--- src/rtl/output_port.sv ---
// rtl/output_port.sv - buffered character output port with printer handshake FSM
module output_port #(
    parameter int DEPTH = 4
) (
    input  logic       clock,
    input  logic       reset,
    input  logic [7:0] data_in,
    input  logic       load_in,
    input  logic       ien_in,
    output logic       fgo_out,
    output logic       int_out,
    output logic       overflow_out,
    output logic [7:0] printer_data_out,
    output logic       printer_fgo_out,
    input  logic       printer_clear_in
);

    localparam int AW = $clog2(DEPTH);
    localparam logic [AW:0] FULL = (AW + 1)'(DEPTH);

    typedef enum logic [1:0] {
        IDLE    = 2'd0,
        PRESENT = 2'd1,
        RELEASE = 2'd2
    } state_t;

    state_t        state;
    state_t        state_next;
    logic [7:0]    mem [DEPTH];
    logic [AW-1:0] wr_ptr;
    logic [AW-1:0] rd_ptr;
    logic [AW:0]   count;
    logic          full;
    logic          push;
    logic          pop;
    logic          present_start;

    // A load is accepted only when the buffer had room before this edge;
    // a same-edge pop does not make room for it.
    assign full    = (count == FULL);
    assign push    = load_in && !full;
    assign fgo_out = !full;
    assign int_out = ien_in && fgo_out;

    // Printer handshake state register
    always_ff @(posedge clock) begin
        if (reset) begin
            state <= IDLE;
        end else begin
            state <= state_next;
        end
    end

    // Printer handshake next state, pop request and printer flag
    always_comb begin
        state_next      = state;
        printer_fgo_out = 1'b1;
        present_start   = 1'b0;
        pop             = 1'b0;
        case (state)
            IDLE: begin
                // A clear still held high (e.g. across reset) blocks presentation
                if (count != '0 && !printer_clear_in) begin
                    state_next    = PRESENT;
                    present_start = 1'b1;
                end
            end
            PRESENT: begin
                printer_fgo_out = 1'b0;
                if (printer_clear_in) begin
                    state_next = RELEASE;
                    pop        = 1'b1;
                end
            end
            RELEASE: begin
                if (!printer_clear_in) begin
                    state_next = IDLE;
                end
            end
            default: begin
                state_next = IDLE;
            end
        endcase
    end

    // Character storage; contents need no reset since count gates every read
    always_ff @(posedge clock) begin
        if (!reset && push) begin
            mem[wr_ptr] <= data_in;
        end
    end

    // Pointers wrap naturally because DEPTH is a power of two
    always_ff @(posedge clock) begin
        if (reset) begin
            wr_ptr <= '0;
            rd_ptr <= '0;
        end else begin
            if (push) begin
                wr_ptr <= wr_ptr + AW'(1);
            end
            if (pop) begin
                rd_ptr <= rd_ptr + AW'(1);
            end
        end
    end

    // Occupancy count; push and pop together leave it unchanged
    always_ff @(posedge clock) begin
        if (reset) begin
            count <= '0;
        end else begin
            case ({push, pop})
                2'b10:   count <= count + (AW + 1)'(1);
                2'b01:   count <= count - (AW + 1)'(1);
                default: count <= count;
            endcase
        end
    end

    // Sticky overflow: a load arriving while full is dropped and flagged
    always_ff @(posedge clock) begin
        if (reset) begin
            overflow_out <= 1'b0;
        end else if (load_in && full) begin
            overflow_out <= 1'b1;
        end
    end

    // Capture the head character as the printer is offered it, then hold it
    always_ff @(posedge clock) begin
        if (reset) begin
            printer_data_out <= 8'h00;
        end else if (present_start) begin
            printer_data_out <= mem[rd_ptr];
        end
    end

endmodule
--- config.mk ---
export PLATFORM = sky130hd
export DESIGN_NAME = output_port
export DESIGN_NICKNAME = d
export VERILOG_FILES = /design/src/rtl/output_port.sv
export SDC_FILE = /design/constraint.sdc
export NUM_CORES = 1
export LEC_CHECK = 0
export BUFFER_PORTS_ARGS = -buffer_cell sky130_fd_sc_hd__clkbuf_2
export CAP_MARGIN = 40
export CELL_PAD_IN_SITES_DETAIL_PLACEMENT = 0
export CELL_PAD_IN_SITES_GLOBAL_PLACEMENT = 1
export CORE_UTILIZATION = 42
export DETAILED_ROUTE_END_ITERATION = 8
export PLACE_DENSITY = 0.8
export REMOVE_ABC_BUFFERS = 1
export SLEW_MARGIN = 20
export SYNTH_ARGS = -nofsm -noshare
export SYNTH_HDL_FRONTEND = slang
export SYNTH_SLANG_ARGS = --single-unit
--- constraint.sdc ---
create_clock -name clock -period 2.05 [get_ports clock]
set_input_delay 0.41 -clock clock [delete_from_list [all_inputs] [get_ports clock]]
set_output_delay 0.41 -clock clock [all_outputs]
set_load 0.005 [all_outputs]
# [Word-level counts from Yosys, hierarchy flattened]
# Memory sizes are Yosys's and may differ from the RTL's. A register that Yosys moved wholly into a read port is not among the register bits.
# Index checks and enable logic that the tools add are counted.
[word_totals] ff_bits=10 ram_bits=32 inputBits=13 elab_cells=42 n_memories=1
[op_classes] add_sub_neg=4 eq_ne=8 mux=12 reduce_logical=12
[memory_table] name="mem" depth=4 word_bits=8 rd=1 rd_clocked_by_memory_dff=1 wr=1 line_no="29" rtl="logic [7:0] mem [DEPTH];"
[op_table] op="2-to-1 mux 1 bit" count=7
[op_table] op="2-to-1 mux 2 bit" count=3
[op_table] op="inequality test 2 bit, second input constant" count=3
[op_table] op="case mux 2 bit (3 select lines)" count=1
[op_table] op="case mux 3 bit (2 select lines)" count=1
[op_table] op="logical AND 1 bit" count=5
[op_table] op="adder 2 x 1 -> 2 bit, second input constant" count=2
[op_table] op="== test 2 x 1 -> 1 bit, second input constant" count=2
[op_table] op="== test 2 bit, second input constant" count=2
[op_table] op="adder 3 x 1 -> 3 bit, second input constant" count=1
[op_table] op="== test 3 bit, second input constant" count=1
[op_table] op="logical NOT 1 bit" count=3
[op_table] op="AND reduction 3 bit" count=1
[op_table] op="nonzero test 3 bit" count=1
[op_table] op="subtractor 3 x 1 -> 3 bit, second input constant" count=1
[op_table] op="logical NOT 2 bit" count=1
[op_table] op="nonzero test 2 bit" count=1

# [Depth between registers and ports, before layout]
# Gate-level depths: netlist of run 1.
[depth] depth_word=6 ltp_mapped=9

# [Worst setup path before layout of run 1]
# OpenSTA, ideal clock, no wires.
[synth_timing] kind="reg-to-reg" from="register count[2]" to="register count[2]" setup_time_ns=0.070 t_arrival_ns=1.963 slack_ns=0.016 path_stages_with_launch=10 path_buffers=0 period_less_slack_ns=2.034 cell_sequence="dfxtp_1 nor3b_2 inv_1 nand2_1 ha_1 inv_1 fa_1 xor2_1 or3_1 a21oi_1"
[synth_via] elab_chain_cells=5 word_cells_on_any_way=9 classes_between="2 x add/sub; 3 x eq/ne; 1 x mux; 3 x reduce/logical"
[synth_lines] element="start, declared" line_no="32" rtl="logic [AW:0] count;"
[synth_lines] element="start signal, assigned" line_no="114" rtl="2'b10: count <= count + (AW + 1)'(1);"
[synth_lines] element="start signal, assigned" line_no="115" rtl="2'b01: count <= count - (AW + 1)'(1);"
[synth_lines] element="start signal, assigned" line_no="116" rtl="default: count <= count;"
[synth_lines] element="== test 3 bit *" line_no="40" rtl="assign full = (count == FULL);"
[synth_lines] element="logical NOT 1 bit *"
[synth_lines] element="named net fgo_out" line_no="10" rtl="output logic fgo_out,"
[synth_lines] element="logical AND 1 bit *" line_no="41" rtl="assign push = load_in && !full;"
[synth_lines] element="== test 2 x 1 -> 1 bit / == test 2 bit (equally long branches)" line_no="113" rtl="case ({push, pop})"
[synth_lines] element="case mux 3 bit (2 select lines) / nonzero test 2 bit (equally long branches)"
# Mark *: on every way through the listed nets, which the timed path passes. The rest lies on a longest branch.
# A chain may end at the register's enable or synchronous reset.

# [Worst setup path in the final report of run 1]
[layout_timing] from="register count[2]" to="register count[2]"
[layout_via] elab_chain_cells=5 word_cells_on_any_way=9 classes_between="2 x add/sub; 3 x eq/ne; 1 x mux; 3 x reduce/logical"
[layout_lines] element="== test 3 bit" line_no="40"
[layout_lines] element="logical NOT 1 bit" line_no="41"
[layout_lines] element="logical AND 1 bit" line_no="41"
[layout_lines] element="== test 2 x 1 -> 1 bit / == test 2 bit (equally long branches)" line_no="113"
[layout_lines] element="case mux 3 bit (2 select lines) / nonzero test 2 bit (equally long branches)"
# Parallel ways exist; a longest one is shown, timed or not.

==> metrics.md, run 1 <==
| Metric | Value |
|---|---|
| Status | finished, final reports clean |
| Initial DRC Count | 63 |
| Synth Instances | approximately 140 |
| CP peak stage delay | between 0.3 and 0.4 ns |
| Layout Area Growth over Synthesis | 16.73% |
| Vias in the first global route | about 1200 |
| Fillers | ~420 |
| Cell area after synthesis | 2042 µm² |
| Total track usage | 0.1597 |
| Min-Delay Path Class | input port to flip-flop |
| Final setup viols | 0 |
| Cell Rows | 25 |
| R2R cell count | 9 |
| CTS root buf | clkbuf_8 |
| Pwr dens | 873.1 nW/µm² |
| Met3 Wirelength | between 80 and 90 µm |
| VDD IR max | approximately 0.47 mV |
| Worst setup margin | around 0.081 ns |
| Number of synthesized flops with an enable pin | 32 |
| First-pass GRT wire length | around 6.0 mm |
| Xor/xnor cell area share of the yosys netlist | 0.02145 |
| Wire length per cell | roughly 17 µm |
| FFs w/ async S/R, synth | 0 |
| Met1 wire length | ~1.6 mm |
| Main combinational cell family by area after synthesis | multiplexers |
| Tmin final | approximately 2.0 ns |
| Die Span Y | between 70 and 80 µm |
| Worst hold stages | 1 |
| Fraction of layout cells with a size suffix above 1 | 0.2759 |
| Hold Vio Cnt, Final | 0 |
| Max frequency | 0.5077 GHz |
| Cell variety after synth | 27 |
| CTS Buf Count | 5 |
| CP Launch Point | count[2] |
| Req. time, crit path | approximately 2.3 ns |
| Reg2reg start | count[2] |
| Hold-fix buffers, CTS | 0 |
| Dominant cells by area after synthesis | edfxtp_1, dfxtp_1, mux4_1 |
| Initial antenna violation count | 0 |
| Clock sink count | 50 |
| Worst slew margin | 0.6111 |
| Routed wl met2 | 2.121 mm |
| I/O Pins | 25 |
| Worst-Skew Late Latency | approximately 0.3 ns |
| CTS tree | built |
| Diodes inserted | 0 |
| Die area | 5144 µm² |
| Leading area contributor after synthesis | edfxtp_1 |
| Synth Area in Compound Gates | 0.05882 |
| Register area share after synthesis | 0.6471 |
| CP max-delay cell | dfxtp_2 |
| Clock-pin slew on the worst setup and hold paths | around 0.090 ns |
| Post-Synth Adder-Cell Area | 0.04044 |
| CTS HTree Levels | 2 |
| Leakage | 0.0008593 µW |
| Die Wd | 71.73 µm |
| Pre-CTS setup slack | -0.02290 ns |
| Vias | ~1200 |
| Period utilization | 0.9607 |
| Yosys top cell area share | 0.4706 |
| Clock buffer depth | 2 |
| Detailed-route vias per instance | between 5 and 6 |
| Flop-to-flop setup slack | 0.08 ns |
| Flops & latches, synth | 50 |
| Routed Wire Length | 3.864 mm |
| Port Buffers | 24 |
| Post-route ant nets | 0 |
| Simple-gate share of the synthesized area | 0.1005 |
| CP cell instances | nor3b_4, inv_1, nand2_1, ha_2, inv_2, fa_2, xor2_1, or3_1, a21oi_2 |
| Remaining global-route overflow | 0 |
| Dominant synthesized flop cell | edfxtp_1 |
| Placer congestion estimate | just under 0.7 |
| Crit-path max FO | 5 |
| CP startpoint kind | flip-flop |
| DRC violations left | 0 |
| Pin count of the biggest net entering global routing | 19 |
| Slew of the pin with the lowest slew margin | 0.5825 ns |
| Max-Cap Viols | 0 |
| Average size of a mapped cell | 14.48 µm² |
| Total Power | ~2100 µW |
| Drt first pass iters | 4 |
| Mux cell area share after synthesis | 0.1029 |
| Final net count | approximately 190 |
| Core Box Area | approximately 4700 µm² |
| Clock skew after layout | a little over 0.006 ns |
| Yosys warns | 0 |
| CP Class | flip-flop to flip-flop |
| Slew Limit Fails | 0 |
| Reg2reg end | count[2] |
| Highest Signal Layer | met4 |
| Post-DP HPWL | approximately 2.8 mm |
| Setup crit end | count[2] |
| Initial Util | 0.4352 |
| Critical Path Sink Type | flip-flop |
| Crit path DAT | ~2.2 ns |
-- worst min path at each step --
stage | to | slack (ns) | from
2_1_floorplan | overflow_out | 0.46 | overflow_out
3_3_place_gp | overflow_out | 0.45 | overflow_out
3_5_place_dp | printer_data_out[4] | 0.48 | printer_data_out[4]
4_1_cts | mem[1][3] | 0.32 | data_in[3]
5_1_grt | mem[2][7] | 0.32 | data_in[7]
6_report | mem[1][3] | 0.33 | data_in[3]
-- stage by stage --
stage | std cells | utilization | TNS, ns | area, µm² | hold WS [ns]
3_5_place_dp | 218 | 0.4763 | -0.02290 | 2235 | 0.4759
5_1_grt | 228 | 0.5080 | -0.003614 | 2384 | 0.3171
3_3_place_gp | 218 | 0.4763 | 0 | 2235 | 0.4549
2_1_floorplan | 135 | - | 0 | 2009 | 0.4604
6_report | 228 | 0.5080 | 0 | 2384 | 0.3269
4_1_cts | 226 | 0.5029 | 0 | 2360 | 0.3244
-- cell type report --
class	instances	area [µm²]	area share
flip-flops and latches	50	1330	0.5580
multi-input cells	78	676.9	0.2840
repair buffers	31	172.7	0.07244
clock buffers	6	72.57	0.03045
well taps	54	67.56	0.02835
clock inverters	2	37.54	0.01575
inverters	7	26.28	0.01102
-- placed cells by master, fill, tap and decap left out, drive strengths merged, types with 7 or more instances in the layout --
cell	synthesis	routed
a21oi	13	13
buf	4	7
clkbuf	2	30
dfxtp	18	18
edfxtp	32	32
inv	7	7
mux4	8	8
nand3	10	10
nor2	7	7
o21ai	11	11
-- sequential cells by signal, indices dropped and copies added, names as in the netlist --
register	flops
mem	32
printer_data_out	8
count	3
rd_ptr	2
state	2
wr_ptr	2
overflow_out	1
-- synthesized netlist by cell type, types with 2 or more instances --
cell type and instances:
nor3_2 2, a21oi_1 13, and2_1 5, inv_1 7, mux4_1 8, xnor2_1 2
edfxtp_1 32, clkbuf_1 2, buf_2 2, dfxtp_1 18, nor2_1 7, or3_1 3
ha_1 5, o21ai_0 11, nand3_1 10, xor2_1 3
-- where the power goes --
part	total, µW	switching [µW]	internal (µW)
registers	1160	39.1	1120
clock network	679	314	364
logic	242	137	106
total	2080	490	1590
-- worst max-delay path, delay by kind of cell (launching register included) --
kind / cells / cell delay (ns)
fa+ha+maj: 2 / 0.51
xor+xnor: 1 / 0.16
compound gates: 1 / 0.14
simple gates: 3 / 0.61
buf+inv: 2 / 0.12
flops: 1 / 0.37
-- repair_timing --
item                                    CTS  global route
endpoints found under the setup margin    1             1
resized for setup                         6             4
pin swaps                                 1             0
setup buffers                             0             2
cloned                                    0             0
-- logic make-up (layout without fill, tap and decap cells) --
group                      Yosys count  count (layout)
DFF                                 50              50
muxes                                8               8
and+or+nand+nor                     35              35
buffers and inverters               13              46
xor gates and xnor gates             5               5
adders and majority gates            6               6
AOI/OAI and AO/OA                   24              24
-- routing by layer --
layer | track usage | vias to the layer above
met1 | 0.1841 | 622
met3 | 0.03376 | 4
met5 | 0 | -
met2 | 0.2977 | 16
met4 | 0.04575 | 0
li1 | - | 593
No activity file was read; power rests on OpenSTA's default activity.
==> run 2, diff against run 1 <==
Settings changed: CORE_ASPECT_RATIO set to 1.4, CORE_UTILIZATION 42 to 44, CTS_BUF_LIST set to sky130_fd_sc_hd__clkbuf_8, PLACE_DENSITY 0.8 to 0.83, REMOVE_ABC_BUFFERS 1 to not set.
==> run 2 against run 1 <==
  * Global-route usage shrank 0.21 points
  * Combinational power rose by 6%
  * Critical path depth did not move
  * Die area fell by 4.3%
  * Flip-flop and latch count stayed put
  * Sequential power barely moved
  * Highest routed layer unchanged
  * Worst setup slack worse by 0.048 ns
  * Core utilization is 3.2 points higher
  * Clock skew grew 0.0084 ns
  * Hold slack got worse by 0.012 ns
  * Clock power hardly changed
  * Sequential share of layout area is 1.1 points lower
==> metrics.md, run 2 (same netlist as run 1, synthesis figures left out) <==
| Metric | Value |
|---|---|
| Status | finished, final reports clean |
| CTS tree | built |
| Min-Delay Path Class | input port to flip-flop |
| Initial DRC Count | between 60 and 70 |
| Biggest regs | mem: 32 flops, printer_data_out: 8 flops, count: 3 flops |
| CTS root buf | clkbuf_8 |
| Port Buffers | 24 |
| Area of placed instances | about 2300 µm² |
| Hold Vio Cnt, Final | 0 |
| Cell Rows | 29 |
| Pin count of the biggest net entering global routing | 19 |
| Max FFs per register | 32 |
| Worst slew margin | 0.6432 |
| DRC violations left | 0 |
| Clock power frac | 0.326 |
| Cell-internal power | 1596 µW |
| Die Wd | approximately 60 µm |
| VDD IR max | between 0.5 and 0.6 mV |
| Most flops, register | mem |
| Remaining global-route overflow | 0 |
| Diodes inserted | 0 |
| Initial Util | 0.4538 |
| Pwr dens | approximately 860 nW/µm² |
| Clock skew after layout | 0.01463 ns |
| Drt first pass iters | 4 |
| Crit path DAT | about 2.3 ns |
| Combinational power share | 0.122 |
| Slew of the pin with the lowest slew margin | about 0.53 ns |
| Total track usage | 0.1577 |
| Layout Area Growth over Synthesis | 18.93% |
| Die Span Y | 82.61 µm |
| RSZ-0062 raised after global routing | yes |
| Fraction of layout cells with a size suffix above 1 | 0.2881 |
| Worst-Skew Late Latency | ~0.31 ns |
| Tmin final | around 2.0 ns |
| Vias in the first global route | around 1200 |
| Critical Path Sink Type | flip-flop |
| Fillers | 398 |
| Clock-pin slew on the worst setup and hold paths | about 0.090 ns |
| Post-route ant nets | 0 |
| I/O Pins | 25 |
| CTS HTree Levels | 2 |
| Max frequency | approximately 0.5 GHz |
| CTS Buf Count | 5 |
| Sw Pwr | about 490 µW |
| CP Class | flip-flop to flip-flop |
| Final instance area | 2429 µm² |
| Syn_nets | 160 |
| Most frequent cells in the layout | edfxtp_1, clkbuf_2, dfxtp_1 |
| CP startpoint kind | flip-flop |
| Commonest non-fill, non-tap cell in the layout | edfxtp_1 |
| Max-Cap Viols | 0 |
| Wire length per cell | approximately 15 µm |
| Slew Limit Fails | 0 |
| CP cell instances | nor3b_4, inv_2, nand2_2, ha_4, inv_1, fa_2, xor2_1, or3_1, a21oi_2 |
| Initial antenna violation count | 0 |
| First-pass GRT wire length | between 5 and 6 mm |
| Sw Ratio | 0.2365 |
| Period utilization | 0.9843 |
| Routed Wire Length | 3.547 mm |
| Placer congestion estimate | 0.7526 |
| Hold-fix buffers, CTS | 0 |
| Detailed-route vias per instance | just over 5 |
| Clock sink count | 50 |
| Leakage | approximately 0.00088 µW |
| Vias | ~1200 |
| Post-DP HPWL | about 2.5 mm |
| Crit-path max FO | 5 |
| CP peak stage delay | between 0.3 and 0.4 ns |
| Clock buffer depth | 2 |
| Req. time, crit path | between 2 and 2.5 ns |
| Core Box Area | roughly 4500 µm² |
| Sequential share of power | 0.551 |
| Die area | just under 5000 µm² |
| CP max-delay cell | or3_1 |
| Final net count | approximately 200 |
| Final setup viols | 0 |
| Fin util | 0.5398 |
-- run 2: changes by cell type in the layout (fill, tap and decap cells not counted), sizes merged --
cell      delta
clkinv       +1
inv          +1
buf          +3
clkinvlp     -1
clkbuf       -1
-- run 2: per-layer routing --
metal,part of all wire,vias up,track usage
met5,0,-,0
met4,0.018,0,0.06977
met3,0.028,6,0.03738
met2,0.55,18,0.2865
met1,0.40,590,0.1716
li1,-,597,-
-- run 2: critical path, delay by kind of cell, from the launching register on --
kind	cells	cell delay [ns]
adder cells (fa/ha/maj)	2	0.48
AO/OA/AOI/OAI	1	0.12
XOR/XNOR	1	0.16
AND/OR/NAND/NOR	3	0.70
buffers and inverters	2	0.11
flip-flops	1	0.37
-- run 2: cell type report --
type | instances | area, µm² | area share
clock buffer | 5 | 68.82 | 0.02834
clock inverter | 3 | 42.54 | 0.01752
inverter | 7 | 26.28 | 0.01082
multi-input combinational | 78 | 689.4 | 0.2839
sequential | 50 | 1329 | 0.5471
tap | 62 | 77.57 | 0.03194
timing repair buffer | 34 | 195.2 | 0.08037
-- run 2: final timing paths --
check / start / to / slack, ns / depth (start not counted)
max: count[0] / count[2] / 0.03 / 9
min: data_in[2] / mem[3][2] / 0.31 / 1
max reg2reg: count[0] / count[2] / 0.03 / 9
min reg2reg: printer_data_out[5] / printer_data_out[5] / 0.48 / 2
-- run 2: metrics by stage --
step	power, µW	std cells	setup TNS (ns)	hold WS, ns	setup WS [ns]
after floorplan	1319	141	0	0.4604	0.01616
after global placement	1393	227	0	0.4535	0.08804
after detailed placement	1412	227	-0.003015	0.4613	-0.003015
after CTS	2080	235	0	0.3106	0.01740
after global routing	2181	239	-0.05299	0.3086	-0.05299
final	2090	239	0	0.3146	0.03209
-- run 2: power by group through the flow --
stage	clock, µW	combinational, µW	sequential (µW)
floorplan	0	150	1170
global placement	0	225	1170
detailed placement	0	239	1170
CTS	689	240	1150
global route	732	290	1160
finish	682	256	1150
-- run 2: timing repair --
| item | in CTS | in global routing |
|---|---|---|
| pin swaps | 1 | 4 |
| setup buffers | 0 | 4 |
| endpoints found under the setup margin | 1 | 1 |
| resized for setup | 2 | 9 |
==> run 3, diff against run 2 <==
Settings changed: PLACE_DENSITY 0.83 to 0.77.
==> run 3 against run 2 <==
  * Hold slack improved by 0.010 ns
  * First-iteration DRC count rose by 4.8%
  * Critical endpoint unchanged
  * Total power fell by 6.0%
  * Critical path depth did not move
  * Sequential power barely moved
  * Cell count fell by 0.84%
  * Global-route usage rose by 0.81 points
  * Via count fell by 0.74%
  * Clock skew fell by 0.0079 ns
  * Critical path type unchanged
  * Largest power group unchanged
==> metrics.md, run 3 (same netlist as run 1, synthesis figures left out) <==
| Metric | Value |
|---|---|
| First-pass GRT wire length | slightly below 6 mm |
| Post-CTS setup repair buffer count | 0 |
| Fin util | 0.5273 |
| CP cell instances | nor3b_4, inv_1, nand2_1, ha_2, inv_1, fa_2, xor2_1, or3_1, a21oi_1 |
| Most Frequent Cell on Critical Path | inv_1 |
| CP Class | flip-flop to flip-flop |
| Routed Wire Length | 3.511 mm |
| I/O Pins | 25 |
| Status | finished, final reports clean |
| Diodes inserted | 0 |
| Vias in the first global route | between 1000 and 1500 |
| Most flops, register | mem |
| Crit-path max FO | 2 |
| Die Wd | between 50 and 60 µm |
| Layout Area Growth over Synthesis | 16.18% |
| Core Box Area | around 4500 µm² |
| Most frequent cells in the layout | edfxtp_1, clkbuf_2, dfxtp_1 |
| Commonest non-fill, non-tap cell in the layout | edfxtp_1 |
| Period utilization | 0.9523 |
| Clock skew after layout | ~0.0067 ns |
| Worst setup margin | about 0.1 ns |
| Clock-pin slew on the worst setup and hold paths | roughly 0.09 ns |
| Post-route ant nets | 0 |
| Final setup viols | 0 |
| Fraction of layout cells with a size suffix above 1 | 0.2743 |
| VDD IR max | just under 0.5 mV |
| Hold_sp | data_in[3] |
| Initial Util | 0.4538 |
| Fillers | between 400 and 500 |
| Hold-fix buffers, CTS | 0 |
| Pwr dens | roughly 830 nW/µm² |
| Worst-Skew Late Latency | 0.30 ns |
| Tmin final | slightly below 2 ns |
| CP Launch Point | count[1] |
| Slew of the pin with the lowest slew margin | approximately 0.54 ns |
| Min-Delay Path Class | input port to flip-flop |
| DRC violations left | 0 |
| Hold Vio Cnt, Final | 0 |
| Drt first pass iters | 4 |
| CP max-delay cell | dfxtp_2 |
| Crit path DAT | between 2 and 2.5 ns |
| Remaining global-route overflow | 0 |
| Wire length per cell | ~15 µm |
| Initial antenna violation count | 0 |
| Max-Cap Viols | 0 |
| CP peak stage delay | roughly 0.34 ns |
| Slew Limit Fails | 0 |
| Die area | between 4000 and 5000 µm² |
| Clock sink count | 50 |
| Reg2reg start | count[1] |
| Pin count of the biggest net entering global routing | 19 |
| Leakage | between 0.0008 and 0.0009 µW |
| Placer congestion estimate | approximately 0.77 |
| Syn_nets | between 150 and 200 |
| CTS root buf | clkbuf_8 |
| Critical Path Sink Type | flip-flop |
| Req. time, crit path | approximately 2.3 ns |
| Total Power | 1964 µW |
| Die Span Y | 82.61 µm |
| Detailed-route vias per instance | just over 5 |
| Port Buffers | 24 |
| Clock buffer depth | 2 |
| Max FFs per register | 32 |
| Biggest regs | mem: 32 flops, printer_data_out: 8 flops, count: 3 flops |
| CTS Buf Count | 5 |
| CP startpoint kind | flip-flop |
| Final net count | between 150 and 200 |
| CTS tree | built |
| Pre-CTS setup slack | 0.02721 ns |
| Vias | between 1000 and 1500 |
| Hold WS | 0.3246 ns |
| Total track usage | 0.1657 |
| Initial DRC Count | between 60 and 70 |
| Post-CTS Resized | 0 |
| CTS HTree Levels | 2 |
| Cell Rows | 29 |
| Post-DP HPWL | 2.483 mm |
| Max frequency | roughly 0.5 GHz |
| Worst slew margin | 0.6369 |
-- run 3: changes by cell type in the layout (fill, tap and decap cells not counted), sizes merged --
cell,change
buf,-2
bufinv,-1
clkinv,+1
clkinvlp,+1
inv,-1
-- run 3: final timing paths --
kind                         endpoint  slack, ns  cells after the start
setup / recovery             count[2]        0.1                      9
hold / removal              mem[2][3]       0.32                      1
setup reg to reg             count[2]        0.1                      9
hold reg to reg   printer_data_out[1]       0.48                      2
-- run 3: worst max-delay path: cells and delay by family, from the launching register on --
family | cells | cell delay (ns)
buffers and inverters | 2 | 0.12
flip-flops | 1 | 0.34
AO/OA/AOI/OAI | 1 | 0.13
XOR/XNOR | 1 | 0.16
adder cells (fa/ha/maj) | 2 | 0.52
AND/OR/NAND/NOR | 3 | 0.61
-- run 3: area by class of cell --
cell class / count / area [µm²] / share of cell area
tap: 62 / 77.57 / 0.03270
clock buffer: 5 / 68.82 / 0.02901
sequential: 50 / 1325 / 0.5585
multi-input combinational: 78 / 673.1 / 0.2838
clock inverter: 3 / 21.27 / 0.008966
timing repair buffer: 32 / 180.2 / 0.07595
inverter: 7 / 26.28 / 0.01108
-- run 3: per-layer routing --
layer | track usage | vias up | part of all wire
li1 | - | 591 | -
met1 | 0.1895 | 586 | 0.43
met2 | 0.2899 | 19 | 0.53
met3 | 0.04050 | 6 | 0.030
met4 | 0.07442 | 0 | 0.018
met5 | 0 | - | 0
-- run 3: metrics by stage --
step	instances	area [µm²]	setup TNS, ns
CTS	237	2357	0
finish	237	2372	0
floorplan	141	2042	0
detailed placement	229	2267	0
global placement	229	2267	0
global route	237	2372	-0.008097
-- run 3: report_power, final --
part / internal (µW) / total [µW] / switching (µW)
clock network: 240 / 568 / 328
registers: 1120 / 1150 / 29.8
logic: 110 / 247 / 137
total: 1470 / 1960 / 495
